**src/rtl/tblk_pkg.sv**
```systemverilog
// tblk_pkg: definitions shared by the transport block shaper (Tx) and
// deshaper (Rx).
//   TBLK_SIZE        - default transport block length in bytes
//   deshaper_state_t - control states of the Rx deshaper
package tblk_pkg;

  localparam int TBLK_SIZE = 480;

  typedef enum logic {
    S_DATA  = 1'b0,
    S_FLUSH = 1'b1
  } deshaper_state_t;

endpackage

```
**src/rtl/transport_block_deshaper.sv**
```systemverilog
// transport_block_deshaper: splits the demodulated byte stream into blocks of
// size_tblck bytes. It drops the trailing zero padding of each block and
// forwards only payload bytes. At each block boundary it reports the payload
// length.
//
// Ports
//   clk      - clock
//   rst      - asynchronous reset, active low
//   ival     - input byte valid; accepted on ival & oreq
//   idata    - input byte
//   oreq     - ready to upstream
//   ireq     - ready from downstream; output beat completes on oval & ireq
//   oval     - output byte valid (registered)
//   odata    - output payload byte (registered)
//   oblk_end - one-cycle strobe, block closed
//   oblk_len - payload byte count of the closed block, held until next strobe
//
// state   | meaning
// --------+---------------------------------------------------------------
// S_DATA  | accept bytes; zeros are held back as a pending run
// S_FLUSH | a nonzero byte followed a zero run: emit the run, then the byte
module transport_block_deshaper
  import tblk_pkg::*;
#(
  parameter int size_tblck = TBLK_SIZE
) (
  input  logic                            clk,
  input  logic                            rst,
  input  logic                            ival,
  input  logic [7:0]                      idata,
  output logic                            oreq,
  input  logic                            ireq,
  output logic                            oval,
  output logic [7:0]                      odata,
  output logic                            oblk_end,
  output logic [$clog2(size_tblck+1)-1:0] oblk_len
);

  localparam int LW = $clog2(size_tblck + 1);
  localparam logic [LW-1:0] LAST = LW'(size_tblck - 1);

  deshaper_state_t state_q, state_d;
  logic [LW-1:0] cnt_q, cnt_d;
  logic [LW-1:0] zrun_q, zrun_d;
  logic [LW-1:0] plen_q, plen_d;
  logic [LW-1:0] len_q, len_d;
  logic [7:0]    hold_q, hold_d;
  logic          hold_last_q, hold_last_d;
  logic          oval_q, oval_d;
  logic [7:0]    odata_q, odata_d;
  logic          end_q, end_d;
  logic          slot_free, acc, last;

  // Output register is free when empty or when its beat completes this cycle.
  assign slot_free = ~oval_q | ireq;
  assign oreq      = (state_q == S_DATA) & slot_free & rst;
  assign acc       = ival & oreq;
  assign last      = (cnt_q == LAST);

  always_comb begin
    state_d     = state_q;
    cnt_d       = cnt_q;
    zrun_d      = zrun_q;
    plen_d      = plen_q;
    len_d       = len_q;
    hold_d      = hold_q;
    hold_last_d = hold_last_q;
    oval_d      = oval_q;
    odata_d     = odata_q;
    end_d       = 1'b0;

    if (slot_free) oval_d = 1'b0;

    case (state_q)
      S_DATA: begin
        if (acc) begin
          cnt_d = last ? '0 : cnt_q + 1'b1;
          if (idata == 8'h00) begin
            if (last) begin
              // trailing zero run of this block is padding: discard it
              end_d  = 1'b1;
              len_d  = plen_q;
              plen_d = '0;
              zrun_d = '0;
            end else begin
              zrun_d = zrun_q + 1'b1;
            end
          end else if (zrun_q == '0) begin
            oval_d  = 1'b1;
            odata_d = idata;
            if (last) begin
              end_d  = 1'b1;
              len_d  = plen_q + 1'b1;
              plen_d = '0;
            end else begin
              plen_d = plen_q + 1'b1;
            end
          end else begin
            // The zero run turned out to be payload. The output slot is free
            // now, so the first zero of the run goes out in this same cycle.
            hold_d      = idata;
            hold_last_d = last;
            oval_d      = 1'b1;
            odata_d     = 8'h00;
            zrun_d      = zrun_q - 1'b1;
            plen_d      = plen_q + 1'b1;
            state_d     = S_FLUSH;
          end
        end
      end
      S_FLUSH: begin
        if (slot_free) begin
          oval_d = 1'b1;
          if (zrun_q != '0) begin
            odata_d = 8'h00;
            zrun_d  = zrun_q - 1'b1;
            plen_d  = plen_q + 1'b1;
          end else begin
            odata_d = hold_q;
            state_d = S_DATA;
            if (hold_last_q) begin
              end_d  = 1'b1;
              len_d  = plen_q + 1'b1;
              plen_d = '0;
            end else begin
              plen_d = plen_q + 1'b1;
            end
          end
        end
      end
      default: state_d = S_DATA;
    endcase
  end

  always_ff @(posedge clk or negedge rst) begin
    if (!rst) begin
      state_q     <= S_DATA;
      cnt_q       <= '0;
      zrun_q      <= '0;
      plen_q      <= '0;
      len_q       <= '0;
      hold_q      <= '0;
      hold_last_q <= 1'b0;
      oval_q      <= 1'b0;
      odata_q     <= '0;
      end_q       <= 1'b0;
    end else begin
      state_q     <= state_d;
      cnt_q       <= cnt_d;
      zrun_q      <= zrun_d;
      plen_q      <= plen_d;
      len_q       <= len_d;
      hold_q      <= hold_d;
      hold_last_q <= hold_last_d;
      oval_q      <= oval_d;
      odata_q     <= odata_d;
      end_q       <= end_d;
    end
  end

  assign oval     = oval_q;
  assign odata    = odata_q;
  assign oblk_end = end_q;
  assign oblk_len = len_q;

endmodule

```
**config.mk**
```make
export PLATFORM = sky130hd
export DESIGN_NAME = transport_block_deshaper
export DESIGN_NICKNAME = d
export VERILOG_FILES = /design/src/rtl/tblk_pkg.sv /design/src/rtl/transport_block_deshaper.sv
export SDC_FILE = /design/constraint.sdc
export NUM_CORES = 1
export LEC_CHECK = 0
export ABC_CLOCK_PERIOD_IN_PS = 2750
export CAP_MARGIN = 20
export CORE_ASPECT_RATIO = 1.5
export CORE_MARGIN = 2
export CORE_UTILIZATION = 55
export DETAILED_ROUTE_END_ITERATION = 16
export PLACE_DENSITY = 0.82
export SETUP_SLACK_MARGIN = 0.15
export SYNTH_ARGS = -nofsm -noshare
export SYNTH_HDL_FRONTEND = slang
export SYNTH_SLANG_ARGS = --single-unit
```
**constraint.sdc**
```tcl
create_clock -name clk -period 2.75 [get_ports clk]
set_input_delay 0.275 -clock clk [delete_from_list [all_inputs] [get_ports clk]]
set_output_delay 0.275 -clock clk [all_outputs]
set_load 0.02 [all_outputs]
```
# ---- Word level (Yosys, flattened, before mapping)
# Index checks and enable logic that the tools add are counted.
dict set report op_classes {
  addsub 4
  bitwise_logic 8
  n_reduce_logical 9
  eq_ne 11
  muxes 51
}
# operator count
set ops {}
lappend ops {{9-bit 2-to-1 mux} 23}
lappend ops {{9-bit case mux with 2 select lines} 3}
lappend ops {{8-bit 2-to-1 mux} 5}
lappend ops {{9-bit by 1-bit adder with 9-bit output, second input constant} 3}
lappend ops {{1-bit 2-to-1 mux} 16}
lappend ops {{8-bit case mux with 2 select lines} 1}
lappend ops {{9-bit == test, second input constant} 1}
lappend ops {{9-bit logical NOT} 1}
lappend ops {{3-bit inequality test, second input constant} 3}
lappend ops {{9-bit nonzero test} 1}
lappend ops {{9-bit by 1-bit subtractor with 9-bit output, second input constant} 1}
lappend ops {{8-bit logical NOT} 1}
lappend ops {{4-bit AND reduction} 2}
lappend ops {{7-bit AND reduction} 1}
lappend ops {{2-bit by 1-bit inequality test with 1-bit output, second input constant} 3}
lappend ops {{2-bit inequality test, second input constant} 3}
lappend ops {{1-bit case mux with 2 select lines} 3}
lappend ops {{3-bit AND reduction} 2}
lappend ops {{1-bit inverter} 4}
lappend ops {{1-bit bitwise AND} 3}
lappend ops {{3-bit by 1-bit inequality test with 1-bit output, second input constant} 1}
lappend ops {{2-bit AND reduction} 1}
lappend ops {{1-bit bitwise OR} 1}
dict set report word_totals {
  output_inout_bits 20
  reg_bits 56
  in_bits 12
}

# ---- Logic depth before layout (Yosys ltp)
# Gate-level depths: netlist of run 1.
dict set report logic_depth {
  ltp_word 7
  ltp_mapped 8
  depth_no_buf 6
}

# ---- Worst setup path after synthesis of run 1
# OpenSTA, ideal clock, no wires.
dict set report synth_path {
  kind {input-to-reg}
  startpoint {input idata[0]}
  endpoint {register zrun_q[5]}
  path_buffers 2
  cell_stages 7
  slack_ns 0.705
  arrival_time_ns 1.924
  path_cell_list {or4_1 -> or3_1 -> buf_6 -> a21boi_4 -> buf_6 -> o221ai_2 -> a22o_1}
}
dict set report synth_between {
  elab_chain_cells 4
  word_cells_on_any_way 6
  classes_between {eq/ne (1); mux (3); reduce/logical (2)}
}
# item line_no
set synth_rtl {}
lappend synth_rtl {{from (decl)} transport_block_deshaper.sv:30} ;# input logic [7:0] idata,
lappend synth_rtl {{8-bit logical NOT *} transport_block_deshaper.sv:78} ;# if (idata == 8'h00) begin
lappend synth_rtl {{9-bit 2-to-1 mux} transport_block_deshaper.sv:78}
lappend synth_rtl {{9-bit 2-to-1 mux} transport_block_deshaper.sv:76} ;# if (acc) begin
lappend synth_rtl {{9-bit case mux with 2 select lines} transport_block_deshaper.sv:74} ;# case (state_q)
lappend synth_rtl {{to (signal assigned)} transport_block_deshaper.sv:150} ;# zrun_q <= zrun_d;
lappend synth_rtl {{to (decl)} transport_block_deshaper.sv:44} ;# logic [LW-1:0] zrun_q, zrun_d;
# Every way passes the cells marked *; elsewhere a longest branch is shown, timed or not. The select of a mux whose other input is x is not followed.
# A chain may end at the register's enable or synchronous reset.

# ---- Worst setup path in the final report of run 1
dict set report layout_path {
  startpoint {register zrun_q[5]}
  endpoint {register len_q[6] (netlist: oblk_len[6])}
}
dict set report layout_between {
  elab_chain_cells 3
  word_cells_on_any_way 6
  classes_between {eq/ne (3); reduce/logical (3)}
}
# item line_no
set layout_rtl {}
lappend layout_rtl {{9-bit logical NOT or 9-bit nonzero test (tied branches)} {transport_block_deshaper.sv:88, transport_block_deshaper.sv:114}}
lappend layout_rtl {{3-bit by 1-bit inequality test with 1-bit output (no line), or another cell as far along} n/a}
lappend layout_rtl {{7-bit AND reduction (no line) *} n/a}
lappend layout_rtl {{to (signal assigned)} transport_block_deshaper.sv:152} ;# len_q <= len_d;
lappend layout_rtl {{to (decl)} transport_block_deshaper.sv:46} ;# logic [LW-1:0] len_q, len_d;
# Every way passes the cells marked *; elsewhere a longest branch is shown, timed or not.

==> results of run 1 <==
==> power breakdown <==
part	internal [mW]	leakage (nW)	switching, mW
Sequential	0.989	0.697	0.206
Clock	0.182	0.0414	0.270
Combinational	0.343	0.794	0.365
==> state kept, by name, indices dropped and copies added (netlist names) <==
name and cells:
cnt_q 9, oblk_end 1, plen_q 9, hold_last_q 1, zrun_q 9, state_q 1
hold_q 8, odata 8, oblk_len 9, oval 1
==> Yosys cell counts (2+ instances only) <==
library cell	count	share of area, %
nand2b_1	4	0.82
o2bb2ai_1	2	0.57
a21oi_1	9	1.5
dfrtp_1	56	46
a211oi_1	2	0.49
xnor2_1	6	1.7
buf_2	2	0.33
nor3_1	5	0.82
nor2_1	17	2.1
a21o_1	6	1.5
o211ai_1	2	0.49
mux2_2	19	7.0
nand4_1	3	0.62
nand2_1	33	4.1
buf_6	2	0.74
nand4b_1	2	0.57
a31oi_1	4	0.82
nor3b_1	2	0.49
xor2_1	4	1.1
and3_1	8	1.6
ha_1	5	2.1
o221ai_2	2	0.99
a22o_1	9	2.6
o31ai_1	11	2.7
clkbuf_1	7	0.86
or3_1	2	0.41
inv_1	6	0.74
or4_1	2	0.49
nor4_1	3	0.62
a22oi_1	2	0.49
mux2i_1	11	3.6
o221ai_1	4	1.1
nand3_1	13	2.1
or2_2	3	0.62
o21ai_0	12	2.0
==> through the flow <==
step           utilization, %  power [mW]  hold WS [ns]
6_report                 65.6        2.35      -0.00636
5_1_grt                  65.6        2.51        0.0312
4_1_cts                  65.6        2.37       0.00632
3_5_place_dp             63.9        1.91         0.349
3_3_place_gp             63.9        1.88         0.345
2_1_floorplan               -        1.71       -0.0206
==> logic make-up (layout without fill, tap and decap cells) <==
logic type                 after synthesis  count (layout)
and+or+nand+nor                        103             103
AOI/OAI and AO/OA                       74              74
DFF                                     56              56
muxes                                   30              30
buffers and inverters                   19              56
xor gates and xnor gates                10              10
adders and majority gates                5               5
==> routing by layer <==
layer | wire (um) | part of all wire (%)
met1 | 2600 | 42
met2 | 3190 | 52
met3 | 265 | 4.3
met4 | 141 | 2.3
met5 | 0 | 0
==> worst max-delay path by stage <==
stage	start	end	slack [ns]	cells past startpoint
2_1_floorplan	idata[0]	zrun_q[5]	0.71	7
3_3_place_gp	idata[4]	zrun_q[3]	0.14	7
3_5_place_dp	idata[4]	zrun_q[3]	0.12	7
4_1_cts	zrun_q[5]	oblk_len[6]	0.43	5
5_1_grt	zrun_q[5]	oblk_len[6]	0.18	5
6_report	zrun_q[5]	oblk_len[6]	0.40	5
==> layout make-up <==
cell class | count | area [um2]
fillers | 439 | 1860
multi-input cells | 222 | 1560
flip-flops and latches | 56 | 1400
repair buffers | 42 | 388
well taps | 70 | 87.6
clock buffers | 6 | 72.6
inverters | 6 | 22.5
clock inverters | 2 | 16.3
==> results.cfg, run 1 <==
[cts]
cts.reportedPaths.clkPinSlew_ns = 0.10
cts_repair_resize_count = 0
worst_skew_pair.late_latency_ns = 0.31
ctsHtreeMaxLevel = 2
clock_sinks = 56
root_buffer_master = clkbuf_8
cts_post_setup_buffers_inserted = 0
cts-buffers-inserted = 5
clock_tree_buf_depth = 2
cts_hold_repair.buffers = 0
tritoncts = built

[timing]
final_hold_viol_count = 11
fin_crit_ns = 2.35
setup-tns-final_ns = 0
finClkSkew_ns = 0.0118
slew_viol_final = 0
setup_repair_after_global_routing_missed_its_margin = no
timing.max_slew.rel_slack_pct = 53.3
timing.final.crit_share_pct = 85.3
max_freq_mhz = 426
worst-slew-pin-transition_ns = 0.701
finalHoldWorstSlack_ns = -0.00636
setup_ws_ns = 0.405
report.final.setup_viol = 0

[drt]
vias = 2436
detailed_routing_iterations_pass_1 = 5
drt_drc_violations_left = 0
routed_wirelength_mm = 6.20
postRouteAntennaNets = 0
route.detailed.wl_per_inst_um = 15.3
first_drt_iteration_drcs = 131
detail_route.vias_per_cell = 6.03

[placed_design]
numPlacedInstances = 396
numPortBuffers = 31
place_worst_setup_slack_ns = 0.119
gp_routability_congestion = 0.869
placedInstanceArea_um2 = 3460
hpwl_mm = 4.46

[synthesis]
mappedNetlistNets = 314
synth_compound_gate_area_share_pct = 18.3
synth_area_um2 = 3050
syn-instance-count = 297
yosys.area_share.adder_pct = 2.05
synth_top_family_by_area = compound AO/OA/AOI/OAI gates
ys.warnings.count = 0
synth-seq-cells = 56
ys_async_sr_fraction_pct = 100
synth_mux_area_share_pct = 10.6
synthDistinctLibCells = 52
synthXorXnorAreaFrac_pct = 2.87
yosysSeqAreaShare_pct = 46.0
synthFlopType = dfrtp_1
synth_edf_count = 0
synth.avg_cell_area_um2 = 10.3
synth_simple_gate_area_share_pct = 17.2

[final_layout]
antenna_cell_count = 0
instances_no_fill = 404
fraction_of_layout_cells_with_a_size_suffix_above_1_pct = 15.0
most-common-layout-cells = dfrtp_1, nand2_1, clkdlybuf4s50_1
final_common_cell = dfrtp_1
area_growth_from_synthesis_to_layout_pct = 16.4
design_area_um2 = 3550
layout.nets = 350

[hold_path]
min-delay-path-class = in2async

[worst_setup_path]
r2r-end = oblk_len[6]
arrival_ns = 2.55
critPathKind = reg2reg
critPathMaxFanout = 9
cp_slowest_cell = nor4_1
cp-end-kind = register
ff2ff_setup_slack_ns = 0.40
cp_cell_sequence = nor4_1 > nand4b_1 > o32ai_1 > nand2_1 > mux2_2
path_delay_family = simple AND/OR/NAND/NOR gates
timing.critical_path.from_type = register
reg_to_reg_start = zrun_q[5]
crit_path_max_incr_delay_ns = 0.56
worstPathRequired_ns = 2.95
critPathBufInv = 0
r2r.worst_path.cells = 5

[global_routing]
number_of_antenna_violations_at_the_first_check_in_global_routing = 0
grt_first_pass_wirelength_mm = 10.6
gr-max-usage-layer = met2
grt_pass1_vias = 2351
met1_track_demand_over_resource_pct = 27.3
global_route.usage.met2_pct = 37.2
grt.total_usage_pct = 21.8
largest_net_degree_at_the_start_of_global_routing = 36
globalRouteMet3Util_pct = 3.19
grt-ovfl-total = 0

[power]
p_leak_nw = 1.53
max_rail_drop_vdd_mv = 0.439
cellPowerDensity_nw_per_um2 = 664

[floorplanning]
die_h_um = 95.2
rows = 33
floorplan.core_area_um2 = 5410
die-width_um = 64.8
initial_utilization_pct = 56.3
die_area_um2 = 6170
design.portCount = 32

[run_status]
status = complete, but fails checks
violations = hold timing

[run]
max-cap-violations = 0
Note: power is estimated with default switching activity, not from simulation.
==> run 2: changes to the inputs <==
--- a/config.mk
+++ b/config.mk
@@ -12,7 +12,7 @@
 export CORE_UTILIZATION = 55
 export DETAILED_ROUTE_END_ITERATION = 16
 export PLACE_DENSITY = 0.82
-export SETUP_SLACK_MARGIN = 0.15
+export SLEW_MARGIN = 0
 export SYNTH_ARGS = -nofsm -noshare
 export SYNTH_HDL_FRONTEND = slang
 export SYNTH_SLANG_ARGS = --single-unit
==> results of run 2 <==
The final DEF is identical to that of run 1; final timing and power are the same.
==> run 3: changes to the inputs <==
--- a/config.mk
+++ b/config.mk
@@ -12,6 +12,7 @@
 export CORE_UTILIZATION = 55
 export DETAILED_ROUTE_END_ITERATION = 16
 export PLACE_DENSITY = 0.82
+export SKIP_LAST_GASP = 1
 export SLEW_MARGIN = 0
 export SYNTH_ARGS = -nofsm -noshare
 export SYNTH_HDL_FRONTEND = slang
==> results of run 3 <==
The final DEF is identical to that of run 1; final timing and power are the same.
